[src/rtl/uninasoc_pkg.sv]
// -----------------------------------------------------------------------------
// uninasoc_pkg
// Shared constants for the GPIO input controller: the default pin count,
// the register-bus address width, the register byte offsets, and a decode
// helper that turns a word index into a register selector.
// -----------------------------------------------------------------------------
package uninasoc_pkg;

    localparam int NUM_GPIO_IN            = 16;
    localparam int GPIO_IN_REG_ADDR_WIDTH = 5;

    localparam logic [GPIO_IN_REG_ADDR_WIDTH-1:0] GPIO_IN_DATA_OFFSET    = 5'h00;
    localparam logic [GPIO_IN_REG_ADDR_WIDTH-1:0] GPIO_IN_IRQ_EN_OFFSET  = 5'h04;
    localparam logic [GPIO_IN_REG_ADDR_WIDTH-1:0] GPIO_IN_RISE_EN_OFFSET = 5'h08;
    localparam logic [GPIO_IN_REG_ADDR_WIDTH-1:0] GPIO_IN_FALL_EN_OFFSET = 5'h0C;
    localparam logic [GPIO_IN_REG_ADDR_WIDTH-1:0] GPIO_IN_PENDING_OFFSET = 5'h10;

    typedef enum logic [2:0] {
        GPIO_IN_REG_DATA     = 3'd0,
        GPIO_IN_REG_IRQ_EN   = 3'd1,
        GPIO_IN_REG_RISE_EN  = 3'd2,
        GPIO_IN_REG_FALL_EN  = 3'd3,
        GPIO_IN_REG_PENDING  = 3'd4,
        GPIO_IN_REG_UNMAPPED = 3'd7
    } gpio_in_reg_e;

    // Word index is the byte address with the two byte-lane bits dropped.
    function automatic gpio_in_reg_e gpio_in_decode(
        input logic [GPIO_IN_REG_ADDR_WIDTH-3:0] word
    );
        gpio_in_reg_e sel;
        sel = GPIO_IN_REG_UNMAPPED;
        if      (word == GPIO_IN_DATA_OFFSET[GPIO_IN_REG_ADDR_WIDTH-1:2])    sel = GPIO_IN_REG_DATA;
        else if (word == GPIO_IN_IRQ_EN_OFFSET[GPIO_IN_REG_ADDR_WIDTH-1:2])  sel = GPIO_IN_REG_IRQ_EN;
        else if (word == GPIO_IN_RISE_EN_OFFSET[GPIO_IN_REG_ADDR_WIDTH-1:2]) sel = GPIO_IN_REG_RISE_EN;
        else if (word == GPIO_IN_FALL_EN_OFFSET[GPIO_IN_REG_ADDR_WIDTH-1:2]) sel = GPIO_IN_REG_FALL_EN;
        else if (word == GPIO_IN_PENDING_OFFSET[GPIO_IN_REG_ADDR_WIDTH-1:2]) sel = GPIO_IN_REG_PENDING;
        return sel;
    endfunction

endpackage

[src/rtl/gpio_debounce.sv]
// -----------------------------------------------------------------------------
// gpio_debounce
// One input pin: SYNC_STAGES-deep synchroniser followed by a debouncer that
// accepts a new level only after it has differed from the accepted level for
// DEBOUNCE_CYCLES consecutive cycles.
// Ports:
//   clock_i   - system clock, rising edge
//   reset_ni  - asynchronous active-low reset
//   pin_i     - raw asynchronous pin
//   stable_o  - debounced level
//   rise_o    - high in the cycle stable_o is about to go 0->1
//   fall_o    - high in the cycle stable_o is about to go 1->0
// -----------------------------------------------------------------------------
module gpio_debounce #(
    parameter int DEBOUNCE_CYCLES = 1024,
    parameter int SYNC_STAGES     = 2
) (
    input  logic clock_i,
    input  logic reset_ni,
    input  logic pin_i,
    output logic stable_o,
    output logic rise_o,
    output logic fall_o
);

    localparam int              CNT_W    = $clog2(DEBOUNCE_CYCLES + 1);
    localparam logic [CNT_W-1:0] CNT_LAST = CNT_W'(DEBOUNCE_CYCLES - 1);

    logic [SYNC_STAGES-1:0] sync_q;
    logic [CNT_W-1:0]       cnt_q;
    logic                   stable_q;
    logic                   synced;
    logic                   update;

    assign synced = sync_q[SYNC_STAGES-1];
    // The counter has already seen DEBOUNCE_CYCLES-1 differing cycles, so this
    // differing cycle is the last one needed: accept the new level now.
    assign update = (synced != stable_q) && (cnt_q == CNT_LAST);

    always_ff @(posedge clock_i or negedge reset_ni) begin
        if (!reset_ni) begin
            sync_q   <= '0;
            cnt_q    <= '0;
            stable_q <= 1'b0;
        end else begin
            sync_q <= {sync_q[SYNC_STAGES-2:0], pin_i};
            if (synced == stable_q) begin
                cnt_q <= '0;
            end else if (update) begin
                stable_q <= synced;
                cnt_q    <= '0;
            end else begin
                cnt_q <= cnt_q + 1'b1;
            end
        end
    end

    assign stable_o = stable_q;
    assign rise_o   = update & synced;
    assign fall_o   = update & ~synced;

endmodule

[src/rtl/gpio_in_ctrl.sv]
// -----------------------------------------------------------------------------
// gpio_in_ctrl
// Debounced GPIO input block with edge-detect interrupts and a small register
// interface.
// Register access handshake: reg_req_i is a one-cycle request; the access is
// performed at the next rising edge, and reg_ack_o is high for exactly the
// following cycle with reg_rdata_o holding read data (0 for writes and in all
// non-ack cycles). Write side effects are visible from the ack cycle on.
// Ports:
//   clock_i, reset_ni         - clock, asynchronous active-low reset
//   gpio_i[NUM_GPIO]          - raw asynchronous pins
//   reg_req_i/we_i/addr_i/wdata_i - register request
//   reg_rdata_o, reg_ack_o    - register response
//   irq_o                     - registered level interrupt
// -----------------------------------------------------------------------------
module gpio_in_ctrl
    import uninasoc_pkg::*;
#(
    parameter int NUM_GPIO        = NUM_GPIO_IN,
    parameter int DEBOUNCE_CYCLES = 1024,
    parameter int SYNC_STAGES     = 2
) (
    input  logic                              clock_i,
    input  logic                              reset_ni,
    input  logic [NUM_GPIO-1:0]               gpio_i,
    input  logic                              reg_req_i,
    input  logic                              reg_we_i,
    input  logic [GPIO_IN_REG_ADDR_WIDTH-1:0] reg_addr_i,
    input  logic [31:0]                       reg_wdata_i,
    output logic [31:0]                       reg_rdata_o,
    output logic                              reg_ack_o,
    output logic                              irq_o
);

    logic [NUM_GPIO-1:0] stable;
    logic [NUM_GPIO-1:0] rise;
    logic [NUM_GPIO-1:0] fall;
    logic [NUM_GPIO-1:0] irq_en_q;
    logic [NUM_GPIO-1:0] rise_en_q;
    logic [NUM_GPIO-1:0] fall_en_q;
    logic [NUM_GPIO-1:0] pending_q;
    logic [NUM_GPIO-1:0] pending_set;
    logic [NUM_GPIO-1:0] pending_clr;
    logic [NUM_GPIO-1:0] wdata;
    logic [31:0]         rd_data;
    gpio_in_reg_e        reg_sel;
    logic                wr_en;

    for (genvar i = 0; i < NUM_GPIO; i++) begin : g_pin
        gpio_debounce #(
            .DEBOUNCE_CYCLES(DEBOUNCE_CYCLES),
            .SYNC_STAGES    (SYNC_STAGES)
        ) u_debounce (
            .clock_i (clock_i),
            .reset_ni(reset_ni),
            .pin_i   (gpio_i[i]),
            .stable_o(stable[i]),
            .rise_o  (rise[i]),
            .fall_o  (fall[i])
        );
    end

    // Data bits at and above NUM_GPIO have no storage and are simply dropped.
    if (NUM_GPIO < 32) begin : g_unused_wdata
        logic unused_wdata;
        assign unused_wdata = ^reg_wdata_i[31:NUM_GPIO];
    end
    logic unused_addr;
    assign unused_addr = ^reg_addr_i[1:0];

    assign wdata   = reg_wdata_i[NUM_GPIO-1:0];
    assign reg_sel = gpio_in_decode(reg_addr_i[GPIO_IN_REG_ADDR_WIDTH-1:2]);
    assign wr_en   = reg_req_i & reg_we_i;

    assign pending_set = (rise & rise_en_q) | (fall & fall_en_q);
    assign pending_clr = (wr_en && reg_sel == GPIO_IN_REG_PENDING) ? wdata : '0;

    always_comb begin
        rd_data = '0;
        case (reg_sel)
            GPIO_IN_REG_DATA:    rd_data = 32'(stable);
            GPIO_IN_REG_IRQ_EN:  rd_data = 32'(irq_en_q);
            GPIO_IN_REG_RISE_EN: rd_data = 32'(rise_en_q);
            GPIO_IN_REG_FALL_EN: rd_data = 32'(fall_en_q);
            GPIO_IN_REG_PENDING: rd_data = 32'(pending_q);
            default:             rd_data = '0;
        endcase
    end

    always_ff @(posedge clock_i or negedge reset_ni) begin
        if (!reset_ni) begin
            irq_en_q    <= '0;
            rise_en_q   <= '0;
            fall_en_q   <= '0;
            pending_q   <= '0;
            irq_o       <= 1'b0;
            reg_ack_o   <= 1'b0;
            reg_rdata_o <= '0;
        end else begin
            // A new edge in the same cycle as a write-1-to-clear keeps the bit.
            pending_q <= (pending_q & ~pending_clr) | pending_set;
            irq_o     <= |(pending_q & irq_en_q);
            reg_ack_o <= reg_req_i;
            reg_rdata_o <= (reg_req_i && !reg_we_i) ? rd_data : 32'd0;
            if (wr_en) begin
                case (reg_sel)
                    GPIO_IN_REG_IRQ_EN:  irq_en_q  <= wdata;
                    GPIO_IN_REG_RISE_EN: rise_en_q <= wdata;
                    GPIO_IN_REG_FALL_EN: fall_en_q <= wdata;
                    default: ;
                endcase
            end
        end
    end

endmodule

[config.mk]
export PLATFORM = sky130hd
export DESIGN_NAME = gpio_in_ctrl
export DESIGN_NICKNAME = d
export VERILOG_FILES = /design/src/rtl/uninasoc_pkg.sv /design/src/rtl/gpio_debounce.sv /design/src/rtl/gpio_in_ctrl.sv
export SDC_FILE = /design/constraint.sdc
export NUM_CORES = 1
export LEC_CHECK = 0
export CAP_MARGIN = 20
export CORE_ASPECT_RATIO = 1.5
export CORE_UTILIZATION = 30
export DETAILED_ROUTE_END_ITERATION = 6
export DONT_BUFFER_PORTS = 1
export GPL_ROUTABILITY_DRIVEN = 0
export PLACE_DENSITY = 0.51
export SKIP_CTS_REPAIR_TIMING = 1
export SYNTH_ARGS = -nofsm -noshare
export SYNTH_HDL_FRONTEND = slang
export SYNTH_HIERARCHICAL = 1
export SYNTH_SLANG_ARGS = --single-unit
[constraint.sdc]
create_clock -name clock_i -period 4.65 [get_ports clock_i]
set_clock_uncertainty 0.2 [all_clocks]
set_input_delay 0.6975 -clock clock_i [delete_from_list [all_inputs] [get_ports clock_i]]
set_output_delay 0.6975 -clock clock_i [all_outputs]
set_load 0.02 [all_outputs]
Word level (Yosys, flattened, before mapping) --
Index checks and enable logic that the tools add are counted.
Operators by class: add/subtract/negate cells 16, multipliers 0, divide/modulo/power cells 0, magnitude comparators 0, equal/unequal tests 56, shift-type cells 0, muxes and demuxes 40, bitwise logic cells 72, reductions and logical operators 41
Operators with widths (count):
- 11-bit 2-to-1 mux | 32
- 11-bit by 1-bit adder with 11-bit output, second input constant | 16
- 11-bit by 10-bit == test with 1-bit output, second input constant | 16
- 16-bit one-hot mux with 5 select lines | 1
- 16-bit AND | 4
- 2-bit AND reduction | 19
- 1-bit AND | 33
- 32-bit 2-to-1 mux | 1
- 1-bit NOT | 32
- 16-bit OR | 2
- 1-bit logical AND | 18
- 1-bit == test | 16
- 16-bit 2-to-1 mux | 1
- 1-bit inequality test | 16
- 16-bit NOT | 1
- 16-bit OR reduction | 1
- 3-bit by 2-bit == test with 1-bit output, second input constant | 4
- 3-bit 2-to-1 mux | 4
- 3-bit by 1-bit == test with 1-bit output, second input constant | 2
- 3-bit == test, second input constant | 2
- 3-bit zero test | 2
- 2-bit 2-to-1 mux | 1
- 1-bit zero test | 1
Word-level totals: register bits after elaboration 322, latch bits 0, bits in writable memories 0, ROM bits 0, output and inout bits 34, memories kept 0

Logic depth before layout (Yosys ltp) --
Gate-level depths: netlist of the first run.
word-level depth 12, gate-level depth with buffers 7

Hierarchy --
Netlist of the first run, hierarchy kept.
Modules (own cells, without submodules):
- gpio_debounce | instances 16, cells an instance 55, area each 640.6 sq um, sequential area each 350.3 sq um
- gpio_in_ctrl | instances 1, cells an instance 306, area each 3897.5 sq um, sequential area each 2052.0 sq um

Worst setup path after synthesis of the first run --
No wires, ideal clock.
kind in2reg, from input port reg_addr_i[2], to register irq_en_q[10], arrival 1.943 ns, path slack 2.380 ns, stages 6, path buffers 3, cell sequence buf_2 > nor3b_2 > and3_1 > buf_2 > buf_6 > mux2_1
Between the ends: word-level cells in the longest chain between the ends 8, elaborated cells between the ends (all ways) 12, classes of those cells eq/ne (5); mux (5); reduce/logical (2)
Ends and longest elaborated chain:
- from (decl) | line gpio_in_ctrl.sv:28 | input logic [GPIO_IN_REG_ADDR_WIDTH-1:0] reg_addr_i,
- 3-bit == test | line uninasoc_pkg.sv:37 | else if (word == GPIO_IN_PENDING_OFFSET[GPIO_IN_REG_ADDR_WIDTH-1:2]) sel = GPIO_IN_REG_PENDING;
- 2-bit 2-to-1 mux | line uninasoc_pkg.sv:37
- 3-bit 2-to-1 mux | line uninasoc_pkg.sv:36 | else if (word == GPIO_IN_FALL_EN_OFFSET[GPIO_IN_REG_ADDR_WIDTH-1:2]) sel = GPIO_IN_REG_FALL_EN;
- 3-bit 2-to-1 mux | line uninasoc_pkg.sv:35 | else if (word == GPIO_IN_RISE_EN_OFFSET[GPIO_IN_REG_ADDR_WIDTH-1:2]) sel = GPIO_IN_REG_RISE_EN;
- 3-bit 2-to-1 mux | line uninasoc_pkg.sv:34 | else if (word == GPIO_IN_IRQ_EN_OFFSET[GPIO_IN_REG_ADDR_WIDTH-1:2]) sel = GPIO_IN_REG_IRQ_EN;
- 3-bit 2-to-1 mux (*) | line uninasoc_pkg.sv:33 | if (word == GPIO_IN_DATA_OFFSET[GPIO_IN_REG_ADDR_WIDTH-1:2]) sel = GPIO_IN_REG_DATA;
- 3-bit by 1-bit == test with 1-bit output (*) | line gpio_in_ctrl.sv:106 | case (reg_sel)
- 2-bit AND reduction (no line) (*)
- to (signal assigned) | line gpio_in_ctrl.sv:107 | GPIO_IN_REG_IRQ_EN: irq_en_q <= wdata;
- to (decl) | line gpio_in_ctrl.sv:38 | logic [NUM_GPIO-1:0] irq_en_q;
Every way passes the cells marked *; elsewhere a longest branch is shown, timed or not. A chain may end at the register's enable or synchronous reset.

Worst setup path after layout of the first run --
from input port reg_addr_i[3], to register fall_en_q[0]
Between the ends: word-level cells in the longest chain between the ends 8, elaborated cells between the ends (all ways) 12, classes of those cells eq/ne (5); mux (5); reduce/logical (2)
Ends and longest elaborated chain:
- 3-bit == test | line uninasoc_pkg.sv:37
- 2-bit 2-to-1 mux | line uninasoc_pkg.sv:37
- 3-bit 2-to-1 mux | line uninasoc_pkg.sv:36
- 3-bit 2-to-1 mux | line uninasoc_pkg.sv:35
- 3-bit 2-to-1 mux | line uninasoc_pkg.sv:34
- 3-bit 2-to-1 mux (*) | line uninasoc_pkg.sv:33
- 3-bit by 2-bit == test with 1-bit output (*) | line gpio_in_ctrl.sv:106
- 2-bit AND reduction (no line) (*)
- to (signal assigned) | line gpio_in_ctrl.sv:109 | GPIO_IN_REG_FALL_EN: fall_en_q <= wdata;
- to (decl) | line gpio_in_ctrl.sv:40 | logic [NUM_GPIO-1:0] fall_en_q;
Marked as above.

==> parameters.txt, run 1 <==
Parameter                              Value

Status
  Run status ... complete, but fails checks
  Failing checks ... DRC, hold timing

Synthesis
  Cell type with the highest aggregate area in the netlist ... sky130_fd_sc_hd__dfrtp_1
  Library cells used by synthesis ... 45
  Count of flip-flops with a built-in enable after synthesis ... 0
  Most common cell in the synthesized netlist ... sky130_fd_sc_hd__dfrtp_1
  Primary flip-flop cell chosen by synthesis mapping ... sky130_fd_sc_hd__dfrtp_1
  Post-synthesis cell area ... 0.0141 sq mm
  Number of synthesized register bits ... ~300
  Top cell type's share of synthesized area ... a little over half
  Total number of yosys warnings ... 6
  Per-instance average area after synthesis ... between 10 and 15 sq um
  Top area cells in the synthesized netlist ... sky130_fd_sc_hd__dfrtp_1, sky130_fd_sc_hd__mux2_1, sky130_fd_sc_hd__a21oi_1, sky130_fd_sc_hd__xor2_1, sky130_fd_sc_hd__or3_1
  Share of synthesized area occupied by flip-flops and latches ... around 54%
  Synth cell count leaders ... sky130_fd_sc_hd__dfrtp_1, sky130_fd_sc_hd__a21oi_1, sky130_fd_sc_hd__nor2_1, sky130_fd_sc_hd__mux2_1, sky130_fd_sc_hd__o21ai_0
  Fraction of registers with async set or reset after synthesis ... 100%
  Synthesized netlist cell count ... 1186

Clock network
  TritonCTS Buffers ... 34
  Maximum clock path buffer count ... 3
  Insertion delay of the later-clocked pin in the worst-skew pair ... 0.52 ns
  Cell chosen for the clock root ... sky130_fd_sc_hd__clkbuf_16
  Clock-pin slew reported for the worst setup and hold paths after clock tree synthesis ... ~0.060 ns
  CTS Sinks ... slightly above 300
  CTS tree ... yes
  Maximum level of the CTS H-tree ... 2

Timing
  Least-Margin Pin Slew ... around 0.98 ns
  Worst hold slack ... -0.297 ns
  Sum of negative setup slack ... 0 ns
  Pins Over Slew Limit ... 0
  Number of setup violations in the final report ... 0
  Number of hold violations in the final report ... approximately 310
  Share of the clock period used by the worst path ... between 50 and 60%
  RSZ-0062 raised after global routing ... false
  Minimum clock period ... 2.39 ns
  Highest achievable clock rate ... about 420 MHz
  Headroom to the max-slew limit ... roughly a third

Global routing
  Global-route wire length before repair ... 50500 um
  Global-route total usage across every layer ... roughly an eighth
  Overflow left after global routing ... 0
  Via count of the first global-routing pass ... ~9400
  Initial antenna violation count ... 0
  Largest net degree at the start of global routing ... just over 300

Route
  Drt wl/cell ... around 17 um
  Iteration count of the initial detailed-routing pass ... 7
  Initial detailed-routing violation count ... about 630
  Final wirelength ... 30700 um
  Routed via count divided by cell count ... approximately 5.2
  Routed via count ... between 9000 and 10000
  DRT antenna net count ... 0
  Remaining DRCs ... 13

Setup path
  Worst R2R Setup Slack ... 2.62 ns
  Slowest stage cell on the critical path ... sky130_fd_sc_hd__and4_1
  Cell-by-cell trace of the critical path ... nor2b_1, and4_1, mux2_1
  Crit. path cell count ... 3
  Cell type group with the largest total delay on the critical path ... simple AND/OR/NAND/NOR gates
  Reg2reg start ... g_pin[13].u_debounce/cnt_q[0]
  Critical path data required time ... around 4.8 ns
  Critical Path Fanout Max ... 22
  Worst setup SP type ... primary input
  Endpoint arrival time on the critical path ... between 2 and 3 ns
  Crit Reg-Reg Endpoint ... pending_q[13]
  Kind of critical path ... in -> reg
  CP Capture Type ... register
  Buf/Inv on CP ... 0
  CP max stage delay ... ~0.95 ns
  Register-to-Register Path Depth ... 5

Floorplan
  Overall die height ... 268 um
  Effective utilization at floorplan ... between 30 and 40%
  Placement Rows ... between 90 and 100
  Core region area ... roughly 0.047 sq mm
  Die Outline Area ... just under 0.05 sq mm
  Die W ... approximately 180 um
  Boundary pin count ... 91

Finish
  Nets ... about 1300
  Area added between synthesis and finish ... 13.9%
  Util after Layout ... about a third
  Ratio of cells with drive above 1 in the final layout ... ~11%
  Antenna Cells ... 0

Hold path
  Hold/Removal Path Class ... in -> async

Pwr
  Power density over the cells ... between 300 and 400 mW/mm^2
  Worst IR drop on VDD ... about 0.26 mV
  Static leakage ... around 6.4 nW

Place
  Number of port buffers ... 0
  Half-perimeter wire length of the detailed placement result ... 20300 um

Flow run
  Max-cap violations ... 0
[final cells by class]
cell class,count,area [sq um]
multi-input combinational,859,6320
clock inverter,12,168
tap,594,743
inverter,1,3.75
sequential,306,7660
timing repair buffer,19,185
fill,4685,30500
clock buffer,49,1040
[worst register-to-register path, delay by kind of cell, from the launching register on]
kind,cells,cell delay (ns)
AO/OA/AOI/OAI,1,0.16
adder cells (fa/ha/maj),1,0.22
flip-flops,1,0.38
AND/OR/NAND/NOR,3,1.01
[how the worst max path moves through the flow]
stage	from	end	slack, ns
final	reg_addr_i[3]	fall_en_q[0]	2.26
after global routing	reg_addr_i[3]	fall_en_q[10]	2.18
after CTS	reg_addr_i[3]	fall_en_q[4]	2.30
after detailed placement	reg_addr_i[3]	fall_en_q[4]	1.74
after global placement	reg_addr_i[3]	fall_en_q[5]	1.77
after floorplan	reg_addr_i[2]	irq_en_q[10]	2.38
[cell families (layout without fill, tap and decap cells)]
group / Yosys count / in the layout / synth area share, %
and+or+nand+nor: 392 / 392 / 17.4
buffers and inverters: 36 / 81 / 1.62
xor gates and xnor gates: 64 / 64 / 3.96
AOI/OAI and AO/OA: 288 / 288 / 14.4
muxes: 83 / 83 / 7.01
DFF: 306 / 306 / 54.1
adders and majority gates: 16 / 16 / 1.42
other: 1 / 16 / 0.0265
[stage by stage]
step	hold slack, ns	instance area, sq um	worst slack, ns	std cells	total power [mW]
final	-0.297	16100	2.26	1840	6.07
after global placement	0.136	14700	1.77	1762	3.23
after floorplan	0.131	14200	2.38	1201	3.17
after CTS	-0.336	15900	2.30	1823	6.18
after global routing	-0.319	16100	2.18	1840	6.34
after detailed placement	0.136	14700	1.74	1762	3.24
[power by group]
part	internal [mW]	total, mW	switching, mW
Combinational	0.139	0.261	0.122
Sequential	2.81	2.94	0.122
Clock	1.78	2.88	1.09
[state kept, by name (all words and copies together), names as in the netlist, 16 cells and up]
name,count
g_pin.u_debounce/sync_q,32
g_pin.u_debounce/stable_o,16
reg_rdata_o,16
g_pin.u_debounce/cnt_q,176
fall_en_q,16
rise_en_q,16
pending_q,16
irq_en_q,16
[placed cells by master (no fill, tap or decap), types with 5 or more instances in the layout]
| cell | instances |
|---|---|
| sky130_fd_sc_hd__mux2_4 | 16 |
| sky130_fd_sc_hd__clkinv_2 | 5 |
| sky130_fd_sc_hd__or4_1 | 32 |
| sky130_fd_sc_hd__dlygate4sd3_1 | 17 |
| sky130_fd_sc_hd__o31ai_1 | 32 |
| sky130_fd_sc_hd__xnor2_1 | 16 |
| sky130_fd_sc_hd__o311a_1 | 16 |
| sky130_fd_sc_hd__or3_1 | 48 |
| sky130_fd_sc_hd__nor2_1 | 66 |
| sky130_fd_sc_hd__ha_1 | 16 |
| sky130_fd_sc_hd__clkbuf_16 | 37 |
| sky130_fd_sc_hd__a21boi_0 | 16 |
| sky130_fd_sc_hd__a221o_1 | 16 |
| sky130_fd_sc_hd__o21ai_0 | 53 |
| sky130_fd_sc_hd__nand2b_1 | 25 |
| sky130_fd_sc_hd__o21ai_1 | 7 |
| sky130_fd_sc_hd__xor2_1 | 48 |
| sky130_fd_sc_hd__nand2_1 | 50 |
| sky130_fd_sc_hd__conb_1 | 16 |
| sky130_fd_sc_hd__mux2_2 | 10 |
| sky130_fd_sc_hd__a21boi_1 | 16 |
| sky130_fd_sc_hd__clkbuf_8 | 7 |
| sky130_fd_sc_hd__nand4_1 | 33 |
| sky130_fd_sc_hd__nand3_4 | 16 |
| sky130_fd_sc_hd__a32oi_1 | 13 |
| sky130_fd_sc_hd__nor3b_1 | 32 |
| sky130_fd_sc_hd__a21oi_1 | 88 |
| sky130_fd_sc_hd__dfrtp_1 | 306 |
| sky130_fd_sc_hd__a22oi_1 | 6 |
| sky130_fd_sc_hd__and3_1 | 18 |
| sky130_fd_sc_hd__nand3_1 | 49 |
| sky130_fd_sc_hd__o41ai_2 | 16 |
| sky130_fd_sc_hd__mux2_1 | 55 |
| sky130_fd_sc_hd__or4_4 | 16 |
| sky130_fd_sc_hd__clkbuf_1 | 5 |
[layer usage]
metal	up-vias	global-route usage (%)	wire length (um)
met5	-	0	0
met4	0	4.66	800
met3	45	2.69	1370
met2	145	22.9	15600
met1	4785	16.1	12900
li1	4558	-	-
Note: power is estimated with default switching activity, not from simulation.
==> run 2: changes to the inputs <==
Settings changed: PLACE_DENSITY 0.51 to 0.52.
Clock period 4.65 ns to 2.1 ns, I/O delays scaled along.
==> run 2 against run 1 <==
The run still ends with DRC, hold timing left. Via count rose by 3.6%. Sequential power increased by 120%. Setup slack got worse by 2.3 ns. Utilization rose by 1.8 points. Total power grew 130%. Register-to-register slack got worse by 2.5 ns. Clock power is 140% higher. Critical endpoint is now rise_en_q[2]. Largest cell class unchanged.
==> parameters.txt, run 2 (synthesis results as in run 1) <==
Parameter                              Value

Status
  Run status ... complete, but fails checks
  Failing checks ... DRC, hold timing

Timing
  Worst hold slack ... -0.691 ns
  Number of setup violations in the final report ... 0
  Highest achievable clock rate ... around 480 MHz
  Number of hold violations in the final report ... 307
  Setup slack of the critical path after layout ... around 0.0045 ns
  Share of the clock period used by the worst path ... between 90% and 100%
  Minimum clock period ... approximately 2.1 ns
  RSZ-0062 raised after global routing ... false
  Least-Margin Pin Slew ... 0.749 ns
  Headroom to the max-slew limit ... 50.1%
  Sum of negative setup slack ... 0 ns
  Pins Over Slew Limit ... 0

Setup path
  Worst R2R Setup Slack ... 0.17 ns
  CP max stage delay ... between 0.7 and 0.8 ns
  Critical path data required time ... ~2.3 ns
  Slowest stage cell on the critical path ... sky130_fd_sc_hd__dlygate4sd3_1
  Cell-by-cell trace of the critical path ... dlygate4sd3_1, nor2_4, dlygate4sd3_1, mux2_1
  Kind of critical path ... in -> reg
  Worst setup SP type ... primary input
  Library cell appearing most often on the critical path ... sky130_fd_sc_hd__dlygate4sd3_1
  CP Capture Type ... register
  Crit Reg-Reg Endpoint ... pending_q[14]
  Reg2reg start ... g_pin[14].u_debounce/cnt_q[0]
  Critical Path Fanout Max ... 31
  Register-to-Register Path Depth ... 5
  Endpoint arrival time on the critical path ... around 2.3 ns

Global routing
  Global-route wire length before repair ... ~50000 um
  Via count of the first global-routing pass ... about 9600
  Largest net degree at the start of global routing ... ~300
  Overflow left after global routing ... 0
  Initial antenna violation count ... 2
  Global-route total usage across every layer ... 13.4%

Finish
  Flip-flop count of the largest register after layout ... 176
  Largest registers ... g_pin.u_debounce/cnt_q (176), g_pin.u_debounce/sync_q (32)
  Most frequent cells in the layout ... sky130_fd_sc_hd__dfrtp_1, sky130_fd_sc_hd__a21oi_1, sky130_fd_sc_hd__nor2_1
  Area added between synthesis and finish ... 19.7%
  Largest Register ... g_pin.u_debounce/cnt_q
  Ratio of cells with drive above 1 in the final layout ... approximately 14%
  Nets ... about 1400
  Leading cell type in the layout, fill and taps excluded ... sky130_fd_sc_hd__dfrtp_1

Clock network
  CTS tree ... yes
  TritonCTS Buffers ... 34
  Clock-pin slew reported for the worst setup and hold paths after clock tree synthesis ... 0.06 ns
  Maximum level of the CTS H-tree ... 2
  Cell chosen for the clock root ... sky130_fd_sc_hd__clkbuf_16
  Maximum clock path buffer count ... 3
  Insertion delay of the later-clocked pin in the worst-skew pair ... 0.53 ns
  CTS Sinks ... ~310

Floorplan
  Boundary pin count ... 91
  Placement Rows ... between 90 and 100
  Core region area ... around 0.047 sq mm
  Die Outline Area ... 0.0480 sq mm
  Die W ... about 180 um
  Overall die height ... ~270 um
  Effective utilization at floorplan ... a little over 30%

Place
  Worst setup slack before clock tree synthesis ... 0.160 ns
  Half-perimeter wire length of the detailed placement result ... 20600 um
  Number of port buffers ... 0

Flow run
  Max-cap violations ... 0

Route
  Iteration count of the initial detailed-routing pass ... 7
  Routed via count divided by cell count ... 5.13
  Drt wl/cell ... between 15 and 20 um
  Initial detailed-routing violation count ... 469
  DRT antenna net count ... 0
  Remaining DRCs ... 22
  Routed via count ... slightly below 10000
  Final wirelength ... between 30000 and 40000 um

Pwr
  Power density over the cells ... between 800 and 900 mW/mm^2
  Worst IR drop on VDD ... between 0.4 and 0.5 mV
  Static leakage ... around 7 nW

Hold path
  Hold/Removal Path Class ... in -> async
run 2: per-layer routing:
layer	global-route usage (%)	share of wire (%)
met2	23.3	51
met5	0	0.041
met4	4.61	2.4
met1	16.0	42
met3	3.18	4.5
run 2: power breakdown:
| group | leakage, nW | internal (mW) | switching, mW |
|---|---|---|---|
| Clock | 0.629 | 4.34 | 2.48 |
| Combinational | 2.15 | 0.391 | 0.315 |
| Sequential | 4.07 | 6.23 | 0.275 |
| Total | 6.86 | 11.0 | 3.07 |
run 2: layout make-up:
type | count | area [sq um]
sequential | 306 | 7660
antenna | 2 | 5.00
timing repair buffer | 100 | 923
fill | 4581 | 29700
inverter | 1 | 3.75
tap | 594 | 743
clock inverter | 15 | 282
clock buffer | 47 | 1000
multi-input combinational | 859 | 6320
run 2: stage by stage:
| step | std cells | cell area, sq um | util (%) | power, mW | hold slack (ns) |
|---|---|---|---|---|---|
| floorplan | 1201 | 14200 | - | 7.03 | -0.181 |
| global placement | 1806 | 15100 | 32.4 | 7.19 | -0.163 |
| detailed placement | 1806 | 15100 | 32.4 | 7.21 | -0.164 |
| CTS | 1868 | 16400 | 35.2 | 14.1 | -0.730 |
| global route | 1923 | 16900 | 36.3 | 14.6 | -0.712 |
| finish | 1924 | 16900 | 36.3 | 14.0 | -0.691 |
run 2: how the worst max path moves through the flow:
| stage | to | slack, ns | from |
|---|---|---|---|
| 2_1_floorplan | irq_en_q[10] | 0.21 | reg_addr_i[2] |
| 3_3_place_gp | pending_q[13] | 0.20 | g_pin[13].u_debounce/cnt_q[0] |
| 3_5_place_dp | pending_q[14] | 0.16 | g_pin[14].u_debounce/cnt_q[0] |
| 4_1_cts | pending_q[14] | 0.16 | g_pin[14].u_debounce/cnt_q[0] |
| 5_1_grt | rise_en_q[2] | 0.01 | reg_req_i |
| 6_report | rise_en_q[2] | 0.004 | reg_addr_i[2] |
run 2: critical path: cells and delay by family:
kind	cells	cell delay, ns
buffers and inverters	2	1.40
and+or+nand+nor	1	0.22
muxes	1	0.34
